### config.mk
export PLATFORM = sky130hd
export DESIGN_NAME = svm_axi_lite_regs_flat
export DESIGN_NICKNAME = d
export VERILOG_FILES = /design/src/rtl/svm_axi_regs_pkg.sv /design/src/rtl/svm_axi_lite_regs_if.sv /design/src/rtl/svm_axi_wr_ch.sv /design/src/rtl/svm_axi_lite_regs.sv /design/src/flat_wrapper.sv
export SDC_FILE = /design/constraint.sdc
export NUM_CORES = 1
export LEC_CHECK = 0
export CORE_ASPECT_RATIO = 0.5
export CORE_UTILIZATION = 26
export CTS_BUF_LIST = sky130_fd_sc_hd__clkbuf_16
export CTS_CLUSTER_SIZE = 40
export DETAILED_ROUTE_END_ITERATION = 8
export HOLD_SLACK_MARGIN = 0.06
export PLACE_DENSITY = 0.77
export SYNTH_ARGS = -nofsm -noshare
export SYNTH_HDL_FRONTEND = slang
export SYNTH_SLANG_ARGS = --single-unit
### constraint.sdc
create_clock -name clk -period 1.8 [get_ports clk]
set_clock_uncertainty 0.1 [all_clocks]
set_input_delay 0.45 -clock clk [delete_from_list [all_inputs] [get_ports clk]]
set_output_delay 0.45 -clock clk [all_outputs]
set_load 0.02 [all_outputs]
### src/rtl/svm_axi_regs_pkg.sv
// svm_axi_regs_pkg: register map, AXI response codes and channel FSM states for the SVM register file.
// SVM_AXI_IRQ_EN adds the IRQ register at word index 4.
`default_nettype none

package svm_axi_regs_pkg;

  localparam logic [2:0] REG_CTRL   = 3'd0;
  localparam logic [2:0] REG_STATUS = 3'd1;
  localparam logic [2:0] REG_RESULT = 3'd2;
  localparam logic [2:0] REG_STATE  = 3'd3;
  localparam logic [2:0] REG_IRQ    = 3'd4;

  localparam logic [1:0] AXI_RESP_OKAY   = 2'b00;
  localparam logic [1:0] AXI_RESP_SLVERR = 2'b10;

  typedef enum logic [0:0] {
    W_IDLE = 1'b0,
    W_RESP = 1'b1
  } wr_state_t;

  typedef enum logic [0:0] {
    R_IDLE = 1'b0,
    R_DATA = 1'b1
  } rd_state_t;

  function automatic logic reg_mapped(input logic [2:0] idx);
`ifdef SVM_AXI_IRQ_EN
    return (idx <= REG_IRQ);
`else
    return (idx <= REG_STATE);
`endif
  endfunction

endpackage

`default_nettype wire

### src/rtl/svm_axi_lite_regs_if.sv
// svm_axi_lite_regs_if: AXI4-Lite bus bundle with master/slave modports.
`default_nettype none

interface svm_axi_lite_regs_if #(
  parameter int ADDR_W = 5,
  parameter int DATA_W = 32
);
  logic [ADDR_W-1:0]   s_axi_awaddr;
  logic                s_axi_awvalid;
  logic                s_axi_awready;
  logic [DATA_W-1:0]   s_axi_wdata;
  logic [DATA_W/8-1:0] s_axi_wstrb;
  logic                s_axi_wvalid;
  logic                s_axi_wready;
  logic [1:0]          s_axi_bresp;
  logic                s_axi_bvalid;
  logic                s_axi_bready;
  logic [ADDR_W-1:0]   s_axi_araddr;
  logic                s_axi_arvalid;
  logic                s_axi_arready;
  logic [DATA_W-1:0]   s_axi_rdata;
  logic [1:0]          s_axi_rresp;
  logic                s_axi_rvalid;
  logic                s_axi_rready;

  modport master (
    output s_axi_awaddr, s_axi_awvalid, s_axi_wdata, s_axi_wstrb, s_axi_wvalid,
           s_axi_bready, s_axi_araddr, s_axi_arvalid, s_axi_rready,
    input  s_axi_awready, s_axi_wready, s_axi_bresp, s_axi_bvalid,
           s_axi_arready, s_axi_rdata, s_axi_rresp, s_axi_rvalid
  );

  modport slave (
    input  s_axi_awaddr, s_axi_awvalid, s_axi_wdata, s_axi_wstrb, s_axi_wvalid,
           s_axi_bready, s_axi_araddr, s_axi_arvalid, s_axi_rready,
    output s_axi_awready, s_axi_wready, s_axi_bresp, s_axi_bvalid,
           s_axi_arready, s_axi_rdata, s_axi_rresp, s_axi_rvalid
  );
endinterface

`default_nettype wire

### src/rtl/svm_axi_wr_ch.sv
// svm_axi_wr_ch: AXI4-Lite write channel; latches AW and W independently, issues one commit
// strobe when both are held, then holds the B response until accepted.
`default_nettype none

module svm_axi_wr_ch
  import svm_axi_regs_pkg::*;
#(
  parameter int DATA_W = 32,
  parameter int ADDR_W = 5
) (
  input  logic                clk,
  input  logic                reset,
  input  logic [ADDR_W-1:0]   i_awaddr,
  input  logic                i_awvalid,
  output logic                o_awready,
  input  logic [DATA_W-1:0]   i_wdata,
  input  logic [DATA_W/8-1:0] i_wstrb,
  input  logic                i_wvalid,
  output logic                o_wready,
  output logic [1:0]          o_bresp,
  output logic                o_bvalid,
  input  logic                i_bready,
  output logic                o_wr_en,
  output logic [ADDR_W-1:0]   o_wr_addr,
  output logic [DATA_W-1:0]   o_wr_data,
  output logic [DATA_W/8-1:0] o_wr_strb,
  input  logic                i_wr_err
);

  wr_state_t           r_state;
  wr_state_t           w_state_nxt;
  logic                r_live;
  logic                r_aw_got;
  logic                r_w_got;
  logic [ADDR_W-1:0]   r_awaddr;
  logic [DATA_W-1:0]   r_wdata;
  logic [DATA_W/8-1:0] r_wstrb;
  logic [1:0]          r_bresp;
  logic                w_aw_hs;
  logic                w_w_hs;
  logic                w_commit;

  assign w_aw_hs  = i_awvalid && o_awready;
  assign w_w_hs   = i_wvalid && o_wready;
  // A beat arriving this cycle counts as held so AW+W together commit with no extra cycle.
  assign w_commit = (r_state == W_IDLE) && (r_aw_got || w_aw_hs) && (r_w_got || w_w_hs);

  always_ff @(posedge clk) begin
    if (!reset) r_state <= W_IDLE;
    else        r_state <= w_state_nxt;
  end

  always_comb begin
    w_state_nxt = r_state;
    case (r_state)
      W_IDLE:  if (w_commit) w_state_nxt = W_RESP;
      W_RESP:  if (i_bready) w_state_nxt = W_IDLE;
      default: w_state_nxt = W_IDLE;
    endcase
  end

  always_comb begin
    o_awready = r_live && (r_state == W_IDLE) && !r_aw_got;
    o_wready  = r_live && (r_state == W_IDLE) && !r_w_got;
    o_bvalid  = (r_state == W_RESP);
  end

  always_ff @(posedge clk) begin
    if (!reset) begin
      r_live   <= 1'b0;
      r_aw_got <= 1'b0;
      r_w_got  <= 1'b0;
      r_awaddr <= '0;
      r_wdata  <= '0;
      r_wstrb  <= '0;
      r_bresp  <= AXI_RESP_OKAY;
    end else begin
      r_live <= 1'b1;
      if (w_commit) begin
        r_aw_got <= 1'b0;
        r_w_got  <= 1'b0;
        r_bresp  <= i_wr_err ? AXI_RESP_SLVERR : AXI_RESP_OKAY;
      end else begin
        if (w_aw_hs) begin
          r_aw_got <= 1'b1;
          r_awaddr <= i_awaddr;
        end
        if (w_w_hs) begin
          r_w_got <= 1'b1;
          r_wdata <= i_wdata;
          r_wstrb <= i_wstrb;
        end
      end
    end
  end

  assign o_wr_en   = w_commit;
  assign o_wr_addr = w_aw_hs ? i_awaddr : r_awaddr;
  assign o_wr_data = w_w_hs ? i_wdata : r_wdata;
  assign o_wr_strb = w_w_hs ? i_wstrb : r_wstrb;
  assign o_bresp   = r_bresp;

endmodule

`default_nettype wire

### src/rtl/svm_axi_lite_regs.sv
// svm_axi_lite_regs: AXI4-Lite register file for the SVM classifier (CTRL/STATUS/RESULT/STATE).
// Define SVM_AXI_IRQ_EN to add the IRQ register at 0x10 and the irq_o output.
`default_nettype none

module svm_axi_lite_regs
  import svm_axi_regs_pkg::*;
#(
  parameter int DATA_W = 32,
  parameter int ADDR_W = 5
) (
  input  logic               clk,
  input  logic               reset,
  svm_axi_lite_regs_if.slave axi,
  output logic               start_o,
  input  logic               ready_i,
  input  logic [3:0]         cl_num_i,
  input  logic [3:0]         state_i
`ifdef SVM_AXI_IRQ_EN
  ,
  output logic               irq_o
`endif
);

  logic                w_wr_en;
  logic [ADDR_W-1:0]   w_wr_addr;
  logic [DATA_W-1:0]   w_wr_data;
  logic [DATA_W/8-1:0] w_wr_strb;
  logic [2:0]          w_wr_idx;
  logic                w_wr_err;
  logic                w_ctrl_we;
  logic                r_ctrl;

  svm_axi_wr_ch #(
    .DATA_W (DATA_W),
    .ADDR_W (ADDR_W)
  ) u_wr_ch (
    .clk       (clk),
    .reset     (reset),
    .i_awaddr  (axi.s_axi_awaddr),
    .i_awvalid (axi.s_axi_awvalid),
    .o_awready (axi.s_axi_awready),
    .i_wdata   (axi.s_axi_wdata),
    .i_wstrb   (axi.s_axi_wstrb),
    .i_wvalid  (axi.s_axi_wvalid),
    .o_wready  (axi.s_axi_wready),
    .o_bresp   (axi.s_axi_bresp),
    .o_bvalid  (axi.s_axi_bvalid),
    .i_bready  (axi.s_axi_bready),
    .o_wr_en   (w_wr_en),
    .o_wr_addr (w_wr_addr),
    .o_wr_data (w_wr_data),
    .o_wr_strb (w_wr_strb),
    .i_wr_err  (w_wr_err)
  );

  assign w_wr_idx  = w_wr_addr[4:2];
  assign w_wr_err  = !reg_mapped(w_wr_idx);
  assign w_ctrl_we = w_wr_en && (w_wr_idx == REG_CTRL) && w_wr_strb[0];

  always_ff @(posedge clk) begin
    if (!reset)         r_ctrl <= 1'b0;
    else if (w_ctrl_we) r_ctrl <= w_wr_data[0];
  end

  assign start_o = r_ctrl;

`ifdef SVM_AXI_IRQ_EN
  logic r_irq_en;
  logic r_irq_pend;
  logic r_ready_d;
  logic r_irq;
  logic w_irq_we;
  logic w_irq_set;

  assign w_irq_we  = w_wr_en && (w_wr_idx == REG_IRQ) && w_wr_strb[0];
  assign w_irq_set = ready_i && !r_ready_d;

  always_ff @(posedge clk) begin
    if (!reset) begin
      r_irq_en   <= 1'b0;
      r_irq_pend <= 1'b0;
      r_ready_d  <= 1'b0;
      r_irq      <= 1'b0;
    end else begin
      r_ready_d <= ready_i;
      if (w_irq_we) r_irq_en <= w_wr_data[0];
      // A fresh completion wins over a simultaneous write-one-to-clear.
      if (w_irq_set)                    r_irq_pend <= 1'b1;
      else if (w_irq_we && w_wr_data[1]) r_irq_pend <= 1'b0;
      r_irq <= r_irq_en && r_irq_pend;
    end
  end

  assign irq_o = r_irq;
`endif

  rd_state_t         r_rd_state;
  rd_state_t         w_rd_state_nxt;
  logic              r_rd_live;
  logic              w_arready;
  logic              w_rvalid;
  logic              w_ar_hs;
  logic [2:0]        w_rd_idx;
  logic [DATA_W-1:0] w_rd_word;
  logic [DATA_W-1:0] r_rdata;
  logic [1:0]        r_rresp;

  assign w_ar_hs  = axi.s_axi_arvalid && w_arready;
  assign w_rd_idx = axi.s_axi_araddr[4:2];

  always_ff @(posedge clk) begin
    if (!reset) r_rd_state <= R_IDLE;
    else        r_rd_state <= w_rd_state_nxt;
  end

  always_comb begin
    w_rd_state_nxt = r_rd_state;
    case (r_rd_state)
      R_IDLE:  if (w_ar_hs) w_rd_state_nxt = R_DATA;
      R_DATA:  if (axi.s_axi_rready) w_rd_state_nxt = R_IDLE;
      default: w_rd_state_nxt = R_IDLE;
    endcase
  end

  always_comb begin
    w_arready = r_rd_live && (r_rd_state == R_IDLE);
    w_rvalid  = (r_rd_state == R_DATA);
  end

  always_comb begin
    w_rd_word = '0;
    case (w_rd_idx)
      REG_CTRL:   w_rd_word[0]   = r_ctrl;
      REG_STATUS: w_rd_word[0]   = ready_i;
      REG_RESULT: w_rd_word[3:0] = cl_num_i;
      REG_STATE:  w_rd_word[3:0] = state_i;
`ifdef SVM_AXI_IRQ_EN
      REG_IRQ:    w_rd_word[1:0] = {r_irq_pend, r_irq_en};
`endif
      default:    w_rd_word      = '0;
    endcase
  end

  always_ff @(posedge clk) begin
    if (!reset) begin
      r_rd_live <= 1'b0;
      r_rdata   <= '0;
      r_rresp   <= AXI_RESP_OKAY;
    end else begin
      r_rd_live <= 1'b1;
      if (w_ar_hs) begin
        r_rdata <= w_rd_word;
        r_rresp <= reg_mapped(w_rd_idx) ? AXI_RESP_OKAY : AXI_RESP_SLVERR;
      end
    end
  end

  assign axi.s_axi_arready = w_arready;
  assign axi.s_axi_rvalid  = w_rvalid;
  assign axi.s_axi_rdata   = r_rdata;
  assign axi.s_axi_rresp   = r_rresp;

  logic w_unused_ok;
  assign w_unused_ok = &{1'b0, w_wr_addr[1:0], w_wr_data[DATA_W-1:1],
                         w_wr_strb[DATA_W/8-1:1], axi.s_axi_araddr[1:0]};

endmodule

`default_nettype wire
### src/flat_wrapper.sv
// flat-port wrapper written by rule: the top's interface ports become plain ports
module svm_axi_lite_regs_flat import svm_axi_regs_pkg::*;
#(
  parameter int DATA_W = 32,
  parameter int ADDR_W = 5
)
  (clk, reset, start_o, ready_i, cl_num_i, state_i, axi_s_axi_awaddr, axi_s_axi_awvalid, axi_s_axi_wdata, axi_s_axi_wstrb, axi_s_axi_wvalid, axi_s_axi_bready, axi_s_axi_araddr, axi_s_axi_arvalid, axi_s_axi_rready, axi_s_axi_awready, axi_s_axi_wready, axi_s_axi_bresp, axi_s_axi_bvalid, axi_s_axi_arready, axi_s_axi_rdata, axi_s_axi_rresp, axi_s_axi_rvalid);
  svm_axi_lite_regs_if #(.ADDR_W(ADDR_W), .DATA_W(DATA_W)) axi_i ();
  input  logic clk;
  input  logic reset;
  output logic start_o;
  input  logic ready_i;
  input  logic [3:0] cl_num_i;
  input  logic [3:0] state_i;
  input wire logic [$bits(axi_i.s_axi_awaddr)-1:0] axi_s_axi_awaddr;
  input wire logic [$bits(axi_i.s_axi_awvalid)-1:0] axi_s_axi_awvalid;
  input wire logic [$bits(axi_i.s_axi_wdata)-1:0] axi_s_axi_wdata;
  input wire logic [$bits(axi_i.s_axi_wstrb)-1:0] axi_s_axi_wstrb;
  input wire logic [$bits(axi_i.s_axi_wvalid)-1:0] axi_s_axi_wvalid;
  input wire logic [$bits(axi_i.s_axi_bready)-1:0] axi_s_axi_bready;
  input wire logic [$bits(axi_i.s_axi_araddr)-1:0] axi_s_axi_araddr;
  input wire logic [$bits(axi_i.s_axi_arvalid)-1:0] axi_s_axi_arvalid;
  input wire logic [$bits(axi_i.s_axi_rready)-1:0] axi_s_axi_rready;
  output wire logic [$bits(axi_i.s_axi_awready)-1:0] axi_s_axi_awready;
  output wire logic [$bits(axi_i.s_axi_wready)-1:0] axi_s_axi_wready;
  output wire logic [$bits(axi_i.s_axi_bresp)-1:0] axi_s_axi_bresp;
  output wire logic [$bits(axi_i.s_axi_bvalid)-1:0] axi_s_axi_bvalid;
  output wire logic [$bits(axi_i.s_axi_arready)-1:0] axi_s_axi_arready;
  output wire logic [$bits(axi_i.s_axi_rdata)-1:0] axi_s_axi_rdata;
  output wire logic [$bits(axi_i.s_axi_rresp)-1:0] axi_s_axi_rresp;
  output wire logic [$bits(axi_i.s_axi_rvalid)-1:0] axi_s_axi_rvalid;
  assign axi_i.s_axi_awaddr = axi_s_axi_awaddr;
  assign axi_i.s_axi_awvalid = axi_s_axi_awvalid;
  assign axi_i.s_axi_wdata = axi_s_axi_wdata;
  assign axi_i.s_axi_wstrb = axi_s_axi_wstrb;
  assign axi_i.s_axi_wvalid = axi_s_axi_wvalid;
  assign axi_i.s_axi_bready = axi_s_axi_bready;
  assign axi_i.s_axi_araddr = axi_s_axi_araddr;
  assign axi_i.s_axi_arvalid = axi_s_axi_arvalid;
  assign axi_i.s_axi_rready = axi_s_axi_rready;
  assign axi_s_axi_awready = axi_i.s_axi_awready;
  assign axi_s_axi_wready = axi_i.s_axi_wready;
  assign axi_s_axi_bresp = axi_i.s_axi_bresp;
  assign axi_s_axi_bvalid = axi_i.s_axi_bvalid;
  assign axi_s_axi_arready = axi_i.s_axi_arready;
  assign axi_s_axi_rdata = axi_i.s_axi_rdata;
  assign axi_s_axi_rresp = axi_i.s_axi_rresp;
  assign axi_s_axi_rvalid = axi_i.s_axi_rvalid;
  svm_axi_lite_regs #(.DATA_W(DATA_W), .ADDR_W(ADDR_W)) u_core (.clk(clk), .reset(reset), .axi(axi_i), .start_o(start_o), .ready_i(ready_i), .cl_num_i(cl_num_i), .state_i(state_i));
endmodule
==> impl_results.md <==
- Count leader, synth: buf_4
- Routed vias: 843
- Critical Path AT: 1.85 ns
- Failing checks: setup timing
- I/O pin count: 104
- CTS Hold Buffers Added: 0
- Syn. warnings: 0
- Clock Power Share: 0.383
- Vert. Die Dim: 45.85 µm
- Initial antenna violation count: 0
- Die outline width: 89.70 µm
- Multi-input gate area: 564.3 µm²
- Nature of the critical path startpoint: flop
- Reg-to-reg startpoint: u_core.u_wr_ch.o_bvalid
- Sw Share: 0.2649
- Post-route cell area: 0.001486 mm²
- Fin crit share: 1.014
- RD Place Congestion: 0.7829
- Combinational share of power: 0.246
- Post-synth top cells: buf_4, nor2_1, dfxtp_1
- Gr usage total: 0.1127
- Net Switching: 0.2930 mW
- Layout Nets: 222
- Clock sink count: 17
- CP Capture Type: flop
- Final setup viols: 1
- Worst-Skew Late Latency: 0.24 ns
- Wire per inst: 10.15 µm
- Post-DR vias/cell: 4.014
- Static Leak: 0.6900 nW
- Synth Instances: 113
- Top FF cell, synth: dfxtp_1
- Endpoint with the worst hold slack: u_core.axi.s_axi_rdata[1]
- R2r setup slk: -0.02 ns
- Max-Cap Viols: 0
- Largest area contributor in the netlist: dfxtp_1
- Core ar.: 0.003547 mm²
- Final ANT Viol Nets: 0
- Critical path type: flop to flop
- Worst hold path class: flop to flop
- H-tree Lvls: 1
- Final Core Density: 0.4190
- Slew Limit Fails: 0
- Area Overhead vs Synth: 48.69%
- Top post-synthesis cells by area: dfxtp_1, buf_4, mux2i_1, nor2_1, a21oi_1
- Largest net degree at the start of global routing: 11
- Cell Int Power: 0.8129 mW
- Unrepaired setup endpoints after global routing: true
- Worst hold stages: 2
- Total Wirelength: 2.131 mm
- #FFs+latches synth: 17
- Register Area: 347.8 µm²
- Async SR Flop Fraction: 0
- Register area share after synthesis: 0.3404
- CP max FO: 7
- Power Density: 744.0 mW/mm²
- Syn Area/Cell: 8.847 µm²
- Layout cell share with drive strength beyond 1: 0.1572
- Post-synth cell types: 25
- Buffer depth of the longest clock path: 2
- Register share of total power: 0.372
- Req. time, crit path: 1.83 ns
- Worst reg2reg path depth: 4
- FF-to-FF End: u_core.start_o
- Setup slack after layout: -0.02441 ns
- Top-area cell type share of the netlist area: 0.3404
- Number of diodes: 0
- Initial Utilization: 0.2818
- F_max: 548.1 MHz
- CTS Root Cell: clkbuf_16
- Post-synth EDFFs: 0
- Final HPWL DP: 1.705 mm
- First-pass GRT wire length: 3.470 mm
- IO Port Bufs: 35
- Post-synth design cell area: 999.7 µm²
- Fill count: 332
- CTS buffer count: 3
- Clock period minus worst slack: 1.824 ns
- Gr ovfl total: 0
- Hold_sp: u_core.axi.s_axi_rdata[1]
- TritonCTS clock tree: done
- Vias in the first global route: 798
- Area post-placement: 0.001365 mm²
- DRC viols: 0
- 1st-pass router iterations: 4
- Full die area: 0.004112 mm²
- DRT iter0 DRCs: 45
- VDD IR max: 0.0004482 V
- Status: finished with violations
- Fin. Hold Viols: 0
- Reg clk slew, reported paths: 0.05 ns
- Std-Cell Rows: 15
per-stage QoR:
step | hold slack [ns] | worst slack, ns | TNS [ns] | cells | power (mW)
after detailed placement | 0.3874 | -0.5121 | -1.887 | 205 | 0.6832
final | 0.3935 | -0.02441 | -0.02441 | 210 | 1.106
after global routing | 0.4349 | -0.05175 | -0.05175 | 210 | 1.163
after global placement | 0.3746 | -0.4748 | -1.719 | 205 | 0.6773
after floorplan | 0.3596 | 0.01064 | 0 | 142 | 0.6187
after CTS | 0.3962 | -0.2234 | -0.2234 | 209 | 1.111
routing by layer:
| layer | share of wire | GRT usage |
|---|---|---|
| met5 | 0 | 0 |
| met4 | 0 | 0.02540 |
| met3 | 0.060 | 0.03080 |
| met2 | 0.54 | 0.2212 |
| met1 | 0.40 | 0.1234 |
what timing repair did:
| action | CTS | global route |
|---|---|---|
| resized for setup | 8 | 7 |
| pin swaps | 0 | 3 |
| buffers inserted | 0 | 1 |
| setup endpoints to repair | 6 | 8 |
layout by cell type (no fill, tap or decap):
cell type,synthesis,layout
conb_1,1,30
clkdlybuf4s50_1,0,28
nor2_1,21,21
dfxtp_1,17,15
mux2i_1,12,12
buf_4,30,10
a21oi_1,7,5
nand2b_1,4,4
dlygate4sd2_1,0,4
nor3_1,3,3
clkbuf_16,0,3
dlymetal6s2s_1,0,3
a21oi_2,0,2
and4bb_2,2,2
inv_1,1,2
mux2_4,0,2
dfxtp_4,0,2
nor2b_1,1,1
or3_4,0,1
nand2_1,1,1
o31ai_2,0,1
nand3b_1,1,1
a211oi_1,1,1
o31a_1,1,1
mux4_2,1,1
a22oi_1,1,1
and2_1,1,1
nor4_4,0,1
worst max-delay path, stage by stage, from the launching register on:
cell and delay, ns:
dfxtp_4 0.35, and4bb_2 0.35, mux2_4 0.33, nor4_4 0.25, mux2_4 0.32
how the worst max path moves through the flow:
stage | start | cells past startpoint | to
after floorplan | axi_s_axi_awvalid | 5 | u_core.start_o
after global placement | axi_s_axi_awvalid | 5 | u_core.start_o
after detailed placement | axi_s_axi_awvalid | 5 | u_core.start_o
after CTS | axi_s_axi_awvalid | 5 | u_core.start_o
after global routing | u_core.u_wr_ch.o_bvalid | 4 | u_core.start_o
final | u_core.u_wr_ch.o_bvalid | 4 | u_core.start_o
kinds of logic after synthesis:
kind of cell           share of synthesized area
flip-flops                                0.3404
AND/OR/NAND/NOR                           0.1865
AO/OA/AOI/OAI                            0.06634
buffers and inverters                     0.2378
other                                   0.003751
multiplexers                              0.1652
power groups by stage:
stage	Clock [mW]	Combinational, mW	Sequential [mW]
after floorplan	0	0.196	0.423
after global placement	0	0.259	0.418
after detailed placement	0	0.264	0.419
after CTS	0.431	0.268	0.412
after global routing	0.455	0.295	0.413
final	0.423	0.272	0.411
cell type report:
| class | count | share of cell area |
|---|---|---|
| Multi-Input combinational cell | 92 | 0.3796 |
| Timing Repair Buffer | 45 | 0.2879 |
| Sequential cell | 17 | 0.2340 |
| Clock buffer | 3 | 0.05050 |
| Tap cell | 51 | 0.04293 |
| Clock inverter | 1 | 0.002525 |
| Inverter | 1 | 0.002525 |
sequential cells by signal (all words and copies together), names as in the netlist:
signal and flops:
u_core.axi.s_axi_rdata 4, u_core.u_wr_ch.r_awaddr 3, u_core.axi.s_axi_rresp 1, u_core.axi.s_axi_rvalid 1, u_core.r_rd_live 1, u_core.start_o 1, u_core.u_wr_ch.o_bresp 1, u_core.u_wr_ch.o_bvalid 1
u_core.u_wr_ch.r_aw_got 1, u_core.u_wr_ch.r_w_got 1, u_core.u_wr_ch.r_wdata 1, u_core.u_wr_ch.r_wstrb 1
No activity file was read; power rests on OpenSTA's default activity.
